File: src/rtl/interrupt_sequencer_if.sv
// rtl/interrupt_sequencer_if.sv - signal bundle between the CPU-side logic and the interrupt sequencer
// Purpose: groups the request, mask, INTA, EOI and response signals of the sequencer.
// Ports (slave = sequencer side):
//   inputs : interrupt_request[7:0], interrupt_mask[7:0], vector_base[4:0], auto_eoi,
//            inta_strobe, eoi_nonspecific, eoi_specific, eoi_level[2:0]
//   outputs: int_out, in_service[7:0], clear_irr[7:0], vector[7:0], vector_valid
interface interrupt_sequencer_if;
    logic [7:0] interrupt_request;
    logic [7:0] interrupt_mask;
    logic [4:0] vector_base;
    logic       auto_eoi;
    logic       inta_strobe;
    logic       eoi_nonspecific;
    logic       eoi_specific;
    logic [2:0] eoi_level;
    logic       int_out;
    logic [7:0] in_service;
    logic [7:0] clear_irr;
    logic [7:0] vector;
    logic       vector_valid;

    modport slave (
        input  interrupt_request, interrupt_mask, vector_base, auto_eoi,
               inta_strobe, eoi_nonspecific, eoi_specific, eoi_level,
        output int_out, in_service, clear_irr, vector, vector_valid
    );

    modport master (
        output interrupt_request, interrupt_mask, vector_base, auto_eoi,
               inta_strobe, eoi_nonspecific, eoi_specific, eoi_level,
        input  int_out, in_service, clear_irr, vector, vector_valid
    );
endinterface

File: src/rtl/interrupt_sequencer.sv
// rtl/interrupt_sequencer.sv - fixed-priority 8-level interrupt sequencer with two-INTA vector delivery
// Purpose: picks the highest-priority unmasked request above the current in-service level,
//          raises int_out, grants on the first INTA, delivers the vector on the second INTA,
//          and retires in-service bits via EOI commands or auto-EOI.
// Ports:
//   clock : rising-edge clock
//   reset : asynchronous active-low reset
//   bus   : interrupt_sequencer_if.slave (requests, mask, INTA/EOI strobes, int_out, ISR, clear_irr, vector)
module interrupt_sequencer (
    input  logic                  clock,
    input  logic                  reset,
    interrupt_sequencer_if.slave  bus
);
    typedef enum logic [1:0] {
        IDLE       = 2'd0,
        WAIT_INTA1 = 2'd1,
        WAIT_INTA2 = 2'd2
    } state_t;

    state_t     r_state;
    state_t     w_state_nxt;
    logic       r_int_out;
    logic [7:0] r_isr;
    logic [7:0] r_clear_irr;
    logic [7:0] r_vector;
    logic       r_vector_valid;
    logic [2:0] r_level;
    logic       r_spurious;

    logic       w_int_out_nxt;
    logic [7:0] w_clear_irr_nxt;
    logic [7:0] w_vector_nxt;
    logic       w_vector_valid_nxt;
    logic [2:0] w_level_nxt;
    logic       w_spurious_nxt;
    logic [7:0] w_isr_set;
    logic [7:0] w_auto_clr;
    logic [7:0] w_eoi_clr;
    logic [7:0] w_isr_lowest;
    logic [7:0] w_pending;
    logic [7:0] w_cand_onehot;
    logic       w_cand_valid;
    logic       w_blocked;
    logic [2:0] w_cand_level;

    assign w_pending     = bus.interrupt_request & ~bus.interrupt_mask;
    assign w_cand_onehot = 8'b1 << w_cand_level;
    // Two's-complement trick isolates the lowest set ISR bit for non-specific EOI.
    assign w_isr_lowest  = r_isr & (~r_isr + 8'd1);

    // Scan from IR0 upward; the first in-service bit met blocks every lower-priority level.
    always_comb begin
        w_cand_valid = 1'b0;
        w_cand_level = 3'd0;
        w_blocked    = 1'b0;
        for (int i = 0; i < 8; i++) begin
            if (!w_cand_valid && !w_blocked) begin
                if (r_isr[i]) begin
                    w_blocked = 1'b1;
                end else if (w_pending[i]) begin
                    w_cand_valid = 1'b1;
                    w_cand_level = 3'(i);
                end
            end
        end
    end

    // Specific EOI overrides non-specific when both arrive together.
    always_comb begin
        w_eoi_clr = 8'd0;
        if (bus.eoi_specific) begin
            w_eoi_clr = 8'b1 << bus.eoi_level;
        end else if (bus.eoi_nonspecific) begin
            w_eoi_clr = w_isr_lowest;
        end
    end

    always_comb begin
        w_state_nxt        = r_state;
        w_int_out_nxt      = r_int_out;
        w_clear_irr_nxt    = 8'd0;
        w_vector_nxt       = r_vector;
        w_vector_valid_nxt = 1'b0;
        w_level_nxt        = r_level;
        w_spurious_nxt     = r_spurious;
        w_isr_set          = 8'd0;
        w_auto_clr         = 8'd0;
        case (r_state)
            IDLE: begin
                if (w_cand_valid) begin
                    w_state_nxt   = WAIT_INTA1;
                    w_int_out_nxt = 1'b1;
                end
            end
            WAIT_INTA1: begin
                if (bus.inta_strobe) begin
                    w_state_nxt   = WAIT_INTA2;
                    w_int_out_nxt = 1'b0;
                    if (w_cand_valid) begin
                        w_level_nxt     = w_cand_level;
                        w_spurious_nxt  = 1'b0;
                        w_isr_set       = w_cand_onehot;
                        w_clear_irr_nxt = w_cand_onehot;
                    end else begin
                        // Request vanished before INTA: hand out the IR7 vector without touching ISR.
                        w_level_nxt    = 3'd7;
                        w_spurious_nxt = 1'b1;
                    end
                end
            end
            WAIT_INTA2: begin
                if (bus.inta_strobe) begin
                    w_state_nxt        = IDLE;
                    w_vector_nxt       = {bus.vector_base, r_level};
                    w_vector_valid_nxt = 1'b1;
                    if (bus.auto_eoi && !r_spurious) begin
                        w_auto_clr = 8'b1 << r_level;
                    end
                end
            end
            default: begin
                w_state_nxt   = IDLE;
                w_int_out_nxt = 1'b0;
            end
        endcase
    end

    always_ff @(posedge clock or negedge reset) begin
        if (!reset) begin
            r_state        <= IDLE;
            r_int_out      <= 1'b0;
            r_isr          <= 8'd0;
            r_clear_irr    <= 8'd0;
            r_vector       <= 8'd0;
            r_vector_valid <= 1'b0;
            r_level        <= 3'd0;
            r_spurious     <= 1'b0;
        end else begin
            r_state        <= w_state_nxt;
            r_int_out      <= w_int_out_nxt;
            // Clears act on the pre-update ISR; a grant on the same bit still sets it.
            r_isr          <= (r_isr & ~(w_eoi_clr | w_auto_clr)) | w_isr_set;
            r_clear_irr    <= w_clear_irr_nxt;
            r_vector       <= w_vector_nxt;
            r_vector_valid <= w_vector_valid_nxt;
            r_level        <= w_level_nxt;
            r_spurious     <= w_spurious_nxt;
        end
    end

    assign bus.int_out      = r_int_out;
    assign bus.in_service   = r_isr;
    assign bus.clear_irr    = r_clear_irr;
    assign bus.vector       = r_vector;
    assign bus.vector_valid = r_vector_valid;
endmodule

File: src/flat_wrapper.sv
// flat-port wrapper written by rule: the top's interface ports become plain ports
module interrupt_sequencer_flat 
  (clock, reset, bus_interrupt_request, bus_interrupt_mask, bus_vector_base, bus_auto_eoi, bus_inta_strobe, bus_eoi_nonspecific, bus_eoi_specific, bus_eoi_level, bus_int_out, bus_in_service, bus_clear_irr, bus_vector, bus_vector_valid);
  interrupt_sequencer_if bus_i ();
  input  logic clock;
  input  logic reset;
  input wire logic [$bits(bus_i.interrupt_request)-1:0] bus_interrupt_request;
  input wire logic [$bits(bus_i.interrupt_mask)-1:0] bus_interrupt_mask;
  input wire logic [$bits(bus_i.vector_base)-1:0] bus_vector_base;
  input wire logic [$bits(bus_i.auto_eoi)-1:0] bus_auto_eoi;
  input wire logic [$bits(bus_i.inta_strobe)-1:0] bus_inta_strobe;
  input wire logic [$bits(bus_i.eoi_nonspecific)-1:0] bus_eoi_nonspecific;
  input wire logic [$bits(bus_i.eoi_specific)-1:0] bus_eoi_specific;
  input wire logic [$bits(bus_i.eoi_level)-1:0] bus_eoi_level;
  output wire logic [$bits(bus_i.int_out)-1:0] bus_int_out;
  output wire logic [$bits(bus_i.in_service)-1:0] bus_in_service;
  output wire logic [$bits(bus_i.clear_irr)-1:0] bus_clear_irr;
  output wire logic [$bits(bus_i.vector)-1:0] bus_vector;
  output wire logic [$bits(bus_i.vector_valid)-1:0] bus_vector_valid;
  assign bus_i.interrupt_request = bus_interrupt_request;
  assign bus_i.interrupt_mask = bus_interrupt_mask;
  assign bus_i.vector_base = bus_vector_base;
  assign bus_i.auto_eoi = bus_auto_eoi;
  assign bus_i.inta_strobe = bus_inta_strobe;
  assign bus_i.eoi_nonspecific = bus_eoi_nonspecific;
  assign bus_i.eoi_specific = bus_eoi_specific;
  assign bus_i.eoi_level = bus_eoi_level;
  assign bus_int_out = bus_i.int_out;
  assign bus_in_service = bus_i.in_service;
  assign bus_clear_irr = bus_i.clear_irr;
  assign bus_vector = bus_i.vector;
  assign bus_vector_valid = bus_i.vector_valid;
  interrupt_sequencer u_core (.clock(clock), .reset(reset), .bus(bus_i));
endmodule
File: config.mk
export PLATFORM = sky130hd
export DESIGN_NAME = interrupt_sequencer_flat
export DESIGN_NICKNAME = d
export VERILOG_FILES = /design/src/rtl/interrupt_sequencer_if.sv /design/src/rtl/interrupt_sequencer.sv /design/src/flat_wrapper.sv
export SDC_FILE = /design/constraint.sdc
export NUM_CORES = 1
export LEC_CHECK = 0
export ABC_AREA = 1
export CORE_ASPECT_RATIO = 1.25
export CORE_MARGIN = 2
export CORE_UTILIZATION = 51
export DETAILED_ROUTE_END_ITERATION = 10
export GPL_TIMING_DRIVEN = 1
export PLACE_DENSITY = 0.95
export SYNTH_ARGS = -nofsm -noshare
export SYNTH_HDL_FRONTEND = slang
export SYNTH_SLANG_ARGS = --single-unit
File: constraint.sdc
create_clock -name clock -period 3.3 [get_ports clock]
set_input_delay 0.66 -clock clock [delete_from_list [all_inputs] [get_ports clock]]
set_output_delay 0.66 -clock clock [all_outputs]
set_load 0.03 [all_outputs]
* After elaboration in Yosys (flattened, before gate mapping)
Index checks and enable logic that the tools add are counted.
Widths: inputs -> output; s select.
** Storage, ports and cells
- Register bits :: 32
- Input bits :: 30
- Output and inout port bits :: 26
- Logic and storage cells :: 130
** Operators by class
- Add/sub/neg operators :: 1
- Equality and inequality tests :: 5
- Shifts and indexed selects :: 3
- Multiplexer cells :: 76
- Bitwise logic cells :: 9
- Reduce and logical (&&, ||, !) cells :: 28
** Operators by type and width (number)
- $mux 8 :: 8
- $mux 3 :: 21
- $mux 1 :: 42
- $and 8x8->8 :: 3
- $not 8->8 :: 3
- $shl 1x3->8 const A :: 3
- $or 8x8->8 :: 2
- $logic_not 1->1 :: 15
- $add 8x1->8 const B :: 1
- $logic_and 1x1->1 :: 8
- $mux 2 :: 3
- $pmux 2 s3 :: 1
- $reduce_and 3->1 :: 2
- $ne 2x2->1 const B :: 2
- $reduce_and 2->1 :: 2
- $pmux 1 s3 :: 1
- $eq 2x1->1 const B :: 1
- $eq 2x2->1 const B :: 1
- $logic_not 2->1 :: 1
- $ne 2x1->1 const B :: 1
- $not 1->1 :: 1

* Longest topological paths before layout
Gate-level depths: netlist (run 1).
- Word-level depth :: 30
- Depth in mapped cells :: 14
- Gate-level depth less buffers :: 14

* Worst setup path before layout (run 1)
No wires, ideal clock.
- Path type :: input port to flip-flop
- Start point :: input port bus_interrupt_mask[0]
- End point :: register u_core.r_level[0]
- Setup time :: 0.116 ns
- Arrival :: 1.939 ns
- Required time :: 3.184 ns
- Slack :: 1.245 ns
- Stages on the path :: 13
- Path buffers :: 0
- Cells stage by stage :: inv_1 > nand2_2 > a21oi_1 > nand2_2 > nor2_8 > nand4_4 > nand2_2 > inv_1 > nand3_1 > nand2_1 > o21bai_1 > nor2_1 > nor2_1
** On the way
- Longest elaborated chain between the ends :: 26
- Elaborated cells between the ends (all ways) :: 76
- Those cells by class :: mux (54); bitwise (2); reduce/logical (20)
** Ends and longest elaborated chain
- start, declared :: line flat_wrapper.sv:8 : input wire logic [$bits(bus_i.interrupt_mask)-1:0] bus_interrupt_mask;
- $not 8->8 * :: line interrupt_sequencer.sv:46 : assign w_pending = bus.interrupt_request & ~bus.interrupt_mask;
- $and 8x8->8 * :: line interrupt_sequencer.sv:46
- $mux 1 * :: line interrupt_sequencer.sv:60 : end else if (w_pending[i]) begin
- $mux 1 * :: line interrupt_sequencer.sv:58 : if (r_isr[i]) begin
- $mux 1 or $logic_not 1->1 (tied branches) :: line interrupt_sequencer.sv:60, interrupt_sequencer.sv:57
- $mux 1 or $logic_and 1x1->1 (tied branches) :: line interrupt_sequencer.sv:58, interrupt_sequencer.sv:57
- $mux 1 or $mux 3 (tied branches) :: line interrupt_sequencer.sv:57 : if (!w_cand_valid && !w_blocked) begin
- $mux 1, or another cell as far along :: line interrupt_sequencer.sv:60
- [... 10 more ...]
- $mux 1 or $mux 3 (tied branches) :: line interrupt_sequencer.sv:57
- $mux 1, or another cell as far along :: line interrupt_sequencer.sv:60
- $mux 1, or another cell as far along :: line interrupt_sequencer.sv:58
- $mux 1 or $mux 3 (tied branches) :: line interrupt_sequencer.sv:57
- $mux 1, or another cell as far along :: line interrupt_sequencer.sv:60
- $mux 1, or another cell as far along :: line interrupt_sequencer.sv:58
- $mux 1 or $mux 3 (tied branches) :: line interrupt_sequencer.sv:57
- $mux 3 * :: line interrupt_sequencer.sv:99 : if (w_cand_valid) begin
- end signal, assigned :: line interrupt_sequencer.sv:146 : r_level <= w_level_nxt;
- end, declared :: line interrupt_sequencer.sv:27 : logic [2:0] r_level;
Every way passes the cells marked *; elsewhere a longest branch is shown, timed or not.
A chain may end at the register's enable or synchronous reset.

* Worst setup path in the final report (run 1)
- Start point :: input port bus_interrupt_request[0]
- End point :: register u_core.r_clear_irr[2], in the netlist u_core.bus.clear_irr[2]
** On the way
- Longest elaborated chain between the ends :: 28
- Elaborated cells between the ends (all ways) :: 78
- Those cells by class :: shift (1); mux (56); bitwise (1); reduce/logical (20)
** Ends and longest elaborated chain
- start, declared :: line flat_wrapper.sv:7 : input wire logic [$bits(bus_i.interrupt_request)-1:0] bus_interrupt_request;
- $and 8x8->8 * :: line interrupt_sequencer.sv:46
- $mux 1 * :: line interrupt_sequencer.sv:60
- $mux 1 * :: line interrupt_sequencer.sv:58
- $logic_not 1->1 or $mux 1 (tied branches) :: line interrupt_sequencer.sv:57, interrupt_sequencer.sv:60
- $logic_and 1x1->1 or $mux 1 (tied branches) :: line interrupt_sequencer.sv:57, interrupt_sequencer.sv:58
- $mux 3 or $mux 1 (tied branches) :: line interrupt_sequencer.sv:57
- $mux 3, or another cell as far along :: line interrupt_sequencer.sv:60
- $mux 3, or another cell as far along :: line interrupt_sequencer.sv:58
- [... 13 more ...]
- $mux 3 or $logic_not 1->1 (tied branches) :: line interrupt_sequencer.sv:60, interrupt_sequencer.sv:57
- $mux 3 or $logic_and 1x1->1 (tied branches) :: line interrupt_sequencer.sv:58, interrupt_sequencer.sv:57
- $mux 3 :: line interrupt_sequencer.sv:57
- $shl 1x3->8 :: line interrupt_sequencer.sv:47 : assign w_cand_onehot = 8'b1 << w_cand_level;
- $mux 8 * :: line interrupt_sequencer.sv:99
- $mux 8 * :: line interrupt_sequencer.sv:96 : if (bus.inta_strobe) begin
- $mux 8 * :: line interrupt_sequencer.sv:88 : case (r_state)
- net u_core.w_clear_irr_nxt[2] :: line interrupt_sequencer.sv:31 : logic [7:0] w_clear_irr_nxt;
- end signal, assigned :: line interrupt_sequencer.sv:143 : r_clear_irr <= w_clear_irr_nxt;
- end, declared :: line interrupt_sequencer.sv:24 : logic [7:0] r_clear_irr;
The timed path passes the listed nets; every way through them passes the cells marked *.

==> flow_metrics.env, run 1 <==
export IMPL_cts_resized=0
export IMPL_wl_um=4819
export IMPL_cp_max_fo=4
export IMPL_diodes=0
export IMPL_rsz0062_at_grt="false"
export IMPL_drive_gt1_frac=0.1140
export IMPL_clk_pin_slew_worst_paths_ns=0.06
export IMPL_die_h_um=71.85
export IMPL_clk_latency_ns=0.29
export IMPL_grt_pass1_vias=1863
export IMPL_post_drt_wl_per_cell_um=13.93
export IMPL_dieArea_um2=4187
export IMPL_syn_avg_cell_area_um2=7.697
export IMPL_worst_setup_path_type="primary input to flip-flop"
export IMPL_synth_edf_count=0
export IMPL_final_core_util=0.7358
export IMPL_hold_viol_final=0
export IMPL_async_reset_ff_frac=1.000
export IMPL_grt_max_degree=33
export IMPL_clock_sinks=32
export IMPL_dr_first_iter_drc_count=90
export IMPL_final_antenna_net_count=0
export IMPL_finClkSkew_ns=0.007015
export IMPL_cts_buffers=5
export IMPL_nets=337
export IMPL_synth_top_area_frac=0.4264
export IMPL_maxSlewViolCount=0
export IMPL_via_count=1872
export IMPL_leakage_nw=1.221
export IMPL_tns_ns=0
export IMPL_cts_post_setup_buffers_inserted=0
export IMPL_htreeDepth=2
export IMPL_post_route_min_period_ns=2.560
export IMPL_timing_hold_ws_ns=0.4715
export IMPL_power_mw=2.041
export IMPL_slew_headroom=0.6929
export IMPL_drtPass1Iterations=4
export IMPL_post_place_ws_ns=0.4881
export IMPL_cts_hold_buffers=0
export IMPL_r2r_setup_slack_ns=1.21
export IMPL_final_period_utilization=0.7757
export IMPL_powerDensity_nw_per_um2=789.4
export IMPL_ys_ff_latch=32
export IMPL_grt_usage=0.2583
export IMPL_endpoint_kind="flip-flop"
export IMPL_tightestPinTransition_ns=0.4597
export IMPL_synth_area_leader_cell="dfrtp_1"
export IMPL_drv_cap=0
export IMPL_yosysWarnings=0
export IMPL_port_buffers=55
export IMPL_placementRows=24
export IMPL_routed_via_density=5.410
export IMPL_startpoint_type="primary input"
export IMPL_place_congestion=0.9077
export IMPL_synth_nets=274
export IMPL_ys_types=34
export IMPL_netlist_instances=244
export IMPL_fmax_mhz=390.7
export IMPL_ios=56
export IMPL_synthTopCellsByArea="dfrtp_1 43%, inv_1 8.2%, nand2_1 8.2%"
export IMPL_final_area_um2=2585
export IMPL_clockBufferDepth=2
export IMPL_area_growth_pct=37.64
export IMPL_syn_area_um2=1878
export IMPL_synth_ff_type="dfrtp_1"
export IMPL_finalSetupViolCount=0
export IMPL_cp_required_ns=3.51
export IMPL_die_x_um=58.28
export IMPL_seq_area_frac_synth=0.4264
export IMPL_grt_overflow_total=0
export IMPL_place_area_um2=2489
export IMPL_ir_drop_mv=0.6379
export IMPL_min_path_type="flip-flop to flip-flop"
export IMPL_drc_errors=0
export IMPL_run_status="finished clean"
export IMPL_critPathArrivalTime_ns=2.77
export IMPL_start_util=0.5345
export IMPL_core_area_um2=3513
export IMPL_dp_cells=339
export IMPL_cts_tree="yes"
export IMPL_stdcell_count=346
export IMPL_setup_slack_ns=0.7403
export IMPL_cts_root_buf="clkbuf_8"
export IMPL_grt_pass1_wl_um=8197
export IMPL_hpwl_um=3784
export IMPL_antenna_found_initial=0
final timing paths:
path,depth (start not counted),endpoint,from
max in group asynchronous,2,u_core.bus.vector[1],reset
min in group asynchronous,2,u_core.bus.clear_irr[4],reset
hold reg to reg,2,u_core.bus.vector[3],u_core.bus.vector[3]
setup / recovery,13,u_core.bus.clear_irr[2],bus_interrupt_request[0]
hold / removal,2,u_core.bus.vector[3],u_core.bus.vector[3]
setup reg to reg,11,u_core.bus.clear_irr[2],u_core.bus.in_service[1]
metal layers:
metal  part of all wire  GRT usage  vias to the layer above
met5                  0          0                        -
met4              0.032     0.1447                        0
met3              0.070    0.05596                       18
met2               0.51     0.4270                       76
met1               0.38     0.3066                      853
li1                   -          -                      925
sequential cells by signal, indices dropped and copies added (netlist names):
register,count
u_core.bus.clear_irr,8
u_core.bus.in_service,8
u_core.bus.int_out,1
u_core.bus.vector,8
u_core.bus.vector_valid,1
u_core.r_level,3
u_core.r_spurious,1
u_core.r_state,2
critical path, cell delays in order:
cell	delay, ns
clkdlybuf4s50_1	0.50
nand2_2	0.09
a21oi_1	0.24
nand2_2	0.16
o21ai_2	0.23
nand2_2	0.11
inv_1	0.09
o21ai_0	0.10
nor2_1	0.19
nand2_1	0.08
nand2_1	0.06
nand3_1	0.10
nor2_1	0.15
layout by cell type, fill, tap and decap left out, drive strengths merged, types with 2 or more instances in the layout:
cell type | netlist | layout
a21oi | 9 | 9
buf | 0 | 2
clkbuf | 1 | 7
clkdlybuf4s50 | 0 | 55
clkinv | 2 | 2
dfrtp | 32 | 32
inv | 44 | 44
nand2 | 50 | 50
nand3 | 23 | 23
nand4 | 10 | 10
nor2 | 39 | 39
nor3 | 3 | 3
o211ai | 3 | 3
o21ai | 12 | 12
o31ai | 6 | 6
final cells by class:
class | count | area, µm²
Timing Repair Buffer | 57 | 565.5
Multi-Input combinational cell | 165 | 899.6
Tap cell | 39 | 48.80
Fill cell | 267 | 928.4
Sequential cell | 32 | 800.8
Inverter | 46 | 173.9
Clock buffer | 7 | 96.34
cell families after synthesis:
family,Yosys count,share of synthesized area
AO/OA/AOI/OAI,38,0.1359
buffers and inverters,47,0.09460
flip-flops,32,0.4264
AND/OR/NAND/NOR,127,0.3431
synthesized netlist by cell type (2+ instances only):
master / n
o21ai_0: 11
nand4_1: 9
dfrtp_1: 32
nand2_2: 9
nand3_2: 4
a21oi_1: 8
nand2_1: 41
nor2_2: 2
nor2_1: 34
nor3_1: 3
o31ai_1: 6
nor2_8: 2
o211ai_1: 2
nand3_1: 19
inv_2: 3
inv_1: 41
power by group:
part	total (mW)	switching (mW)	internal, mW
clock	0.321	0.136	0.185
combinational	1.09	0.690	0.397
sequential	0.632	0.111	0.522
total	2.04	0.937	1.10
Power figures use the tool's default switching activity.
==> run 2: changes to the inputs <==
CORE_UTILIZATION = 42   (was 51)
PLACE_DENSITY = 0.86   (was 0.95)
clock period = 2.1 ns   (was 3.3 ns; I/O delays follow)
==> run 2 against run 1 <==
Compared with the run above: die area increased by 20%; register-to-register slack worse by 1.1 ns; non-clock buffer count increased by 18; global-route usage down 5.3 points; setup slack got worse by 0.63 ns; sequential share of layout area down 2.6 points; clock power is 53% higher; flip-flop and latch count unchanged; via count is 4.2% higher; clock skew increased by 0.0023 ns; highest routed layer unchanged.
==> flow_metrics.env, run 2 (same netlist as run 1, synthesis figures left out) <==
export IMPL_place_congestion=1.023
export IMPL_final_common_cell="clkdlybuf4s50_1"
export IMPL_p_comb_frac=0.561
export IMPL_clk_pin_slew_worst_paths_ns=0.07
export IMPL_cts_buffers=5
export IMPL_finClkSkew_ns=0.009322
export IMPL_powerDensity_nw_per_um2=1199
export IMPL_startpoint_type="primary input"
export IMPL_critical_path_top_delay_family="simple AND/OR/NAND/NOR gates"
export IMPL_fmax_mhz=501.7
export IMPL_timing_hold_ws_ns=0.4734
export IMPL_min_path_type="flip-flop to flip-flop"
export IMPL_via_count=1950
export IMPL_setup_slack_ns=0.1069
export IMPL_tns_ns=0
export IMPL_drv_cap=0
export IMPL_route_met3_wl_um=257
export IMPL_grt_pass1_wl_um=8142
export IMPL_grt_usage=0.2057
export IMPL_post_place_ws_ns=-0.3784
export IMPL_wl_um=4950
export IMPL_seqPwrFrac=0.294
export IMPL_die_x_um=63.81
export IMPL_drtPass1Iterations=4
export IMPL_drc_errors=0
export IMPL_die_h_um=78.77
export IMPL_dr_first_iter_drc_count=127
export IMPL_run_status="finished clean"
export IMPL_switching_share=0.4557
export IMPL_port_buffers=55
export IMPL_critPathArrivalTime_ns=2.21
export IMPL_wl_met2_um=2544
export IMPL_wl_met1_um=2037
export IMPL_crit_slowest_cell="clkdlybuf4s50_1"
export IMPL_post_route_min_period_ns=1.993
export IMPL_ios=56
export IMPL_cp_max_fo=6
export IMPL_post_drt_wl_per_cell_um=12.89
export IMPL_maxSlewViolCount=0
export IMPL_crit_chain="clkdlybuf4s50_1 -> nor2_1 -> nand2_1 -> nor2_4 -> nor2_8 -> nand2_4 -> a21oi_4 -> nand2_2 -> nand3_2 -> nand2_4 -> o21bai_1 -> nand2_1 -> nor2_1"
export IMPL_endpoint_kind="flip-flop"
export IMPL_grt_overflow_total=0
export IMPL_cpPeakStageDelay_ns=0.45
export IMPL_p_int_mw=1.846
export IMPL_clock_sinks=32
export IMPL_dieArea_um2=5026
export IMPL_final_period_utilization=0.9491
export IMPL_most_common_layout_cells="51 x clkdlybuf4s50_1, 40 x inv_1, 39 x nand2_1, 33 x nor2_1, 30 x dfrtp_1"
export IMPL_antenna_found_initial=0
export IMPL_area_growth_pct=50.63
export IMPL_finalSetupViolCount=0
export IMPL_clockBufferDepth=2
export IMPL_slew_headroom=0.7274
export IMPL_switchingPower_mw=1.546
export IMPL_hold_viol_final=0
export IMPL_rsz0062_at_grt="true"
export IMPL_clk_latency_ns=0.29
export IMPL_cts_root_buf="clkbuf_8"
export IMPL_drive_gt1_frac=0.1871
export IMPL_tightestPinTransition_ns=0.4089
export IMPL_diodes=0
export IMPL_crit_buf_inv=1
export IMPL_worst_setup_path_type="primary input to flip-flop"
export IMPL_hpwl_um=3722
export IMPL_cts_tree="yes"
export IMPL_leakage_nw=1.358
export IMPL_cp_required_ns=2.32
export IMPL_final_antenna_net_count=0
export IMPL_routed_via_density=5.078
export IMPL_placementRows=27
export IMPL_nets=355
export IMPL_htreeDepth=2
export IMPL_core_area_um2=4358
export IMPL_routed_top_layer="met4"
export IMPL_ir_drop_mv=0.8642
export IMPL_pwr_share_clk=0.145
export IMPL_grt_pass1_vias=1884
export IMPL_start_util=0.4310
export IMPL_grt_max_degree=33
==> run 2: cell types whose count changed in the layout (fill, tap and decap cells not counted), sizes merged <==
cell / delta
clkinv: -1
dlymetal6s2s: +4
clkdlybuf4s50: -4
buf: +18
clkinvlp: +1
inv: +1
==> run 2: power groups by stage <==
stage | clock network (mW) | logic, mW | registers [mW]
after floorplan | 0 | 0.830 | 1.26
after global placement | 0 | 1.73 | 0.991
after detailed placement | 0 | 1.76 | 0.997
after CTS | 0.504 | 1.78 | 0.992
after global routing | 0.529 | 2.07 | 1.03
final | 0.492 | 1.90 | 0.997
==> run 2: final timing paths <==
kind,start,end,slack (ns),cells after the start
min in group asynchronous,reset,u_core.r_level[0],0.53,2
setup / recovery,bus_interrupt_mask[2],u_core.bus.clear_irr[3],0.11,13
hold / removal,u_core.bus.vector[6],u_core.bus.vector[6],0.47,2
max in group asynchronous,reset,u_core.bus.in_service[1],1.25,2
hold reg to reg,u_core.bus.vector[6],u_core.bus.vector[6],0.47,2
setup reg to reg,u_core.bus.in_service[0],u_core.bus.clear_irr[3],0.11,11
==> run 2: layer usage <==
| layer | vias up | track usage |
|---|---|---|
| li1 | 960 | - |
| met1 | 896 | 0.2530 |
| met2 | 77 | 0.3563 |
| met3 | 17 | 0.03683 |
| met4 | 0 | 0.07826 |
| met5 | - | 0 |
==> run 2: repair_timing <==
item / CTS / global route
buffers inserted: 0 / 4
endpoints found under the setup margin: 9 / 15
hold buffers: 0 / 0
gates resized for setup: 2 / 19
pin swaps: 1 / 13
==> run 2: through the flow <==
stage | util | total power [mW] | instance area [µm²] | instances
6_report | 0.6492 | 3.391 | 2829 | 384
5_1_grt | 0.6492 | 3.624 | 2829 | 384
4_1_cts | 0.6247 | 3.278 | 2723 | 380
3_5_place_dp | 0.6006 | 2.761 | 2618 | 372
3_3_place_gp | 0.6006 | 2.718 | 2618 | 372
2_1_floorplan | - | 2.090 | 1878 | 244
==> run 2: area by class of cell <==
cell class	instances	area, µm²
fillers	343	1529
multi-input cells	165	960.9
flip-flops and latches	32	803.3
repair buffers	75	723.2
inverters	46	175.2
clock buffers	7	86.33
well taps	58	72.57
clock inverters	1	7.507
==> run 2: worst min-delay path, stage by stage (launching register included) <==
cell	delay, ns
dfrtp_1	0.35
nand2_1	0.05
nand2_1	0.04
==> run 3: changes to the inputs <==
CELL_PAD_IN_SITES_DETAIL_PLACEMENT = 0   (was default)
CELL_PAD_IN_SITES_GLOBAL_PLACEMENT = 1   (was default)
CORE_UTILIZATION = 33   (was 42)
PLACE_DENSITY = 0.9   (was 0.86)
SLEW_MARGIN = 10   (was default)
clock period = 2.15 ns   (was 2.1 ns; I/O delays follow)
==> run 3 against run 2 <==
Compared with the run above: core utilization is 11 points lower; die area is 26% higher; non-clock buffer count is 1 higher; global-route usage is 3.7 points lower; design area is 3.6% higher; register-to-register slack hardly changed; cell count is 1.8% higher; hold slack better by 0.0048 ns; critical path depth stayed put; sequential share of layout area is 0.99 points lower; clock-buffer cell count is 2 lower; highest routed layer unchanged.
==> flow_metrics.env, run 3 (same netlist as run 1, synthesis figures left out) <==
export IMPL_diodes=0
export IMPL_critPathLaunch="u_core.bus.in_service[1]"
export IMPL_r2r_setup_slack_ns=0.10
export IMPL_stdcell_count=391
export IMPL_hpwl_um=3864
export IMPL_clk_latency_ns=0.29
export IMPL_tightestPinTransition_ns=0.4259
export IMPL_p_int_mw=1.974
export IMPL_grt_pass1_wl_um=8349
export IMPL_p_comb_frac=0.560
export IMPL_clock_sinks=32
export IMPL_power_mw=3.592
export IMPL_rr_endpoint="u_core.bus.clear_irr[4]"
export IMPL_drv_cap=0
export IMPL_dp_cells=379
export IMPL_most_common_layout_cells="51 x clkdlybuf4s50_1, 40 x inv_1, 37 x nand2_1, 31 x nor2_1, 30 x dfrtp_1"
export IMPL_drtPass1Iterations=4
export IMPL_critPathArrivalTime_ns=2.23
export IMPL_crit_end="u_core.bus.clear_irr[4]"
export IMPL_dieArea_um2=6314
export IMPL_via_count=1892
export IMPL_leakage_nw=1.396
export IMPL_core_area_um2=5480
export IMPL_area_growth_pct=56.10
export IMPL_cts_buffers=5
export IMPL_finClkSkew_ns=0.002338
export IMPL_cp_required_ns=2.33
export IMPL_maxSlewViolCount=0
export IMPL_clockBufferDepth=2
export IMPL_r2r_cells=13
export IMPL_start_util=0.3427
export IMPL_seqPwrFrac=0.273
export IMPL_htreeDepth=2
export IMPL_wl_um=5193
export IMPL_dr_first_iter_drc_count=62
export IMPL_drc_errors=0
export IMPL_gr_usage_met3=0.03075
export IMPL_cp_max_fo=5
export IMPL_endpoint_kind="flip-flop"
export IMPL_port_buffers=55
export IMPL_cts_tree="yes"
export IMPL_worst_setup_path_type="flip-flop to flip-flop"
export IMPL_grt_usage=0.1685
export IMPL_startpoint_type="flip-flop"
export IMPL_post_route_min_period_ns=2.046
export IMPL_use_met2=0.3081
export IMPL_place_congestion=0.8143
export IMPL_final_period_utilization=0.9515
export IMPL_ios=56
export IMPL_switching_share=0.4504
export IMPL_grt_busiest_layer="met2"
export IMPL_slew_headroom=0.7139
export IMPL_grt_pass1_vias=1943
export IMPL_post_drt_wl_per_cell_um=13.28
export IMPL_cts_hold_buffers=0
export IMPL_grt_max_degree=33
export IMPL_powerDensity_nw_per_um2=1225
export IMPL_run_status="finished clean"
export IMPL_reg2reg_from="u_core.bus.in_service[1]"
export IMPL_nets=356
export IMPL_clk_pin_slew_worst_paths_ns=0.07
export IMPL_min_path_type="flip-flop to flip-flop"
export IMPL_switchingPower_mw=1.617
export IMPL_final_antenna_net_count=0
export IMPL_rsz0062_at_grt="false"
export IMPL_routed_via_density=4.839
export IMPL_final_common_cell="clkdlybuf4s50_1"
export IMPL_ir_drop_mv=0.6287
export IMPL_tns_ns=0
export IMPL_antenna_found_initial=0
export IMPL_fmax_mhz=488.8
export IMPL_grt_overflow_total=0
export IMPL_cts_root_buf="clkbuf_8"
export IMPL_finalSetupViolCount=0
export IMPL_drive_gt1_frac=0.2110
export IMPL_hold_viol_final=0
export IMPL_placementRows=30
export IMPL_pwr_share_clk=0.167
export IMPL_met1_usage=0.1909
export IMPL_die_x_um=71.48
export IMPL_die_h_um=88.35
-- run 3: power groups by stage --
stage               logic (mW)  clock network (mW)  registers (mW)
floorplan                0.810                   0            1.23
global placement          1.72                   0           0.977
detailed placement        1.74                   0           0.980
CTS                       1.88               0.613           0.973
global route              2.17               0.642            1.01
finish                    2.01               0.600           0.981
-- run 3: layout make-up --
cell class	count	area (µm²)
fillers	511	2549
repair buffers	76	730.7
multi-input cells	165	1025
clock inverters	3	46.29
inverters	46	177.7
clock buffers	5	68.82
flip-flops and latches	32	803.3
well taps	64	80.08
-- run 3: metal layers --
| metal | part of all wire | wire length, µm |
|---|---|---|
| met3 | 0.035 | 181 |
| met4 | 0.021 | 108 |
| met1 | 0.41 | 2131 |
| met2 | 0.53 | 2771 |
| met5 | 0 | 0 |
-- run 3: worst min path at each step --
stage	from	to	slack [ns]	depth (start not counted)
2_1_floorplan	reset	u_core.bus.clear_irr[0]	0.13	0
3_3_place_gp	u_core.bus.vector[5]	u_core.bus.vector[5]	0.46	2
3_5_place_dp	u_core.bus.vector[7]	u_core.bus.vector[7]	0.47	2
4_1_cts	u_core.bus.vector[7]	u_core.bus.vector[7]	0.49	2
5_1_grt	u_core.bus.vector[4]	u_core.bus.vector[4]	0.52	2
6_report	u_core.bus.vector[4]	u_core.bus.vector[4]	0.48	2
-- run 3: critical path, stage by stage (launching register included) --
cell	delay, ns
dfrtp_2	0.44
nor2_4	0.14
nand4_1	0.19
nand2_4	0.16
nor2_8	0.06
buf_12	0.13
a21oi_4	0.22
nand2_2	0.14
nand3_4	0.11
nand3_4	0.10
nand2_4	0.08
inv_2	0.05
nand2_4	0.08
nor2_1	0.05
-- run 3: metrics by stage --
step / setup slack, ns / hold WS [ns] / utilization / area (µm²)
global placement: -0.3590 / 0.4633 / 0.4804 / 2633
global route: 0.002230 / 0.5233 / 0.5349 / 2932
finish: 0.1043 / 0.4783 / 0.5349 / 2932
detailed placement: -0.4007 / 0.4660 / 0.4804 / 2633
CTS: -0.02882 / 0.4851 / 0.5139 / 2816
floorplan: 0.2533 / 0.1344 / - / 1878
-- run 3: what timing repair did --
item,4_1_cts,5_1_grt
setup buffers,2,2
pin swaps,11,13
endpoints found under the setup margin,7,16
resized for setup,8,26
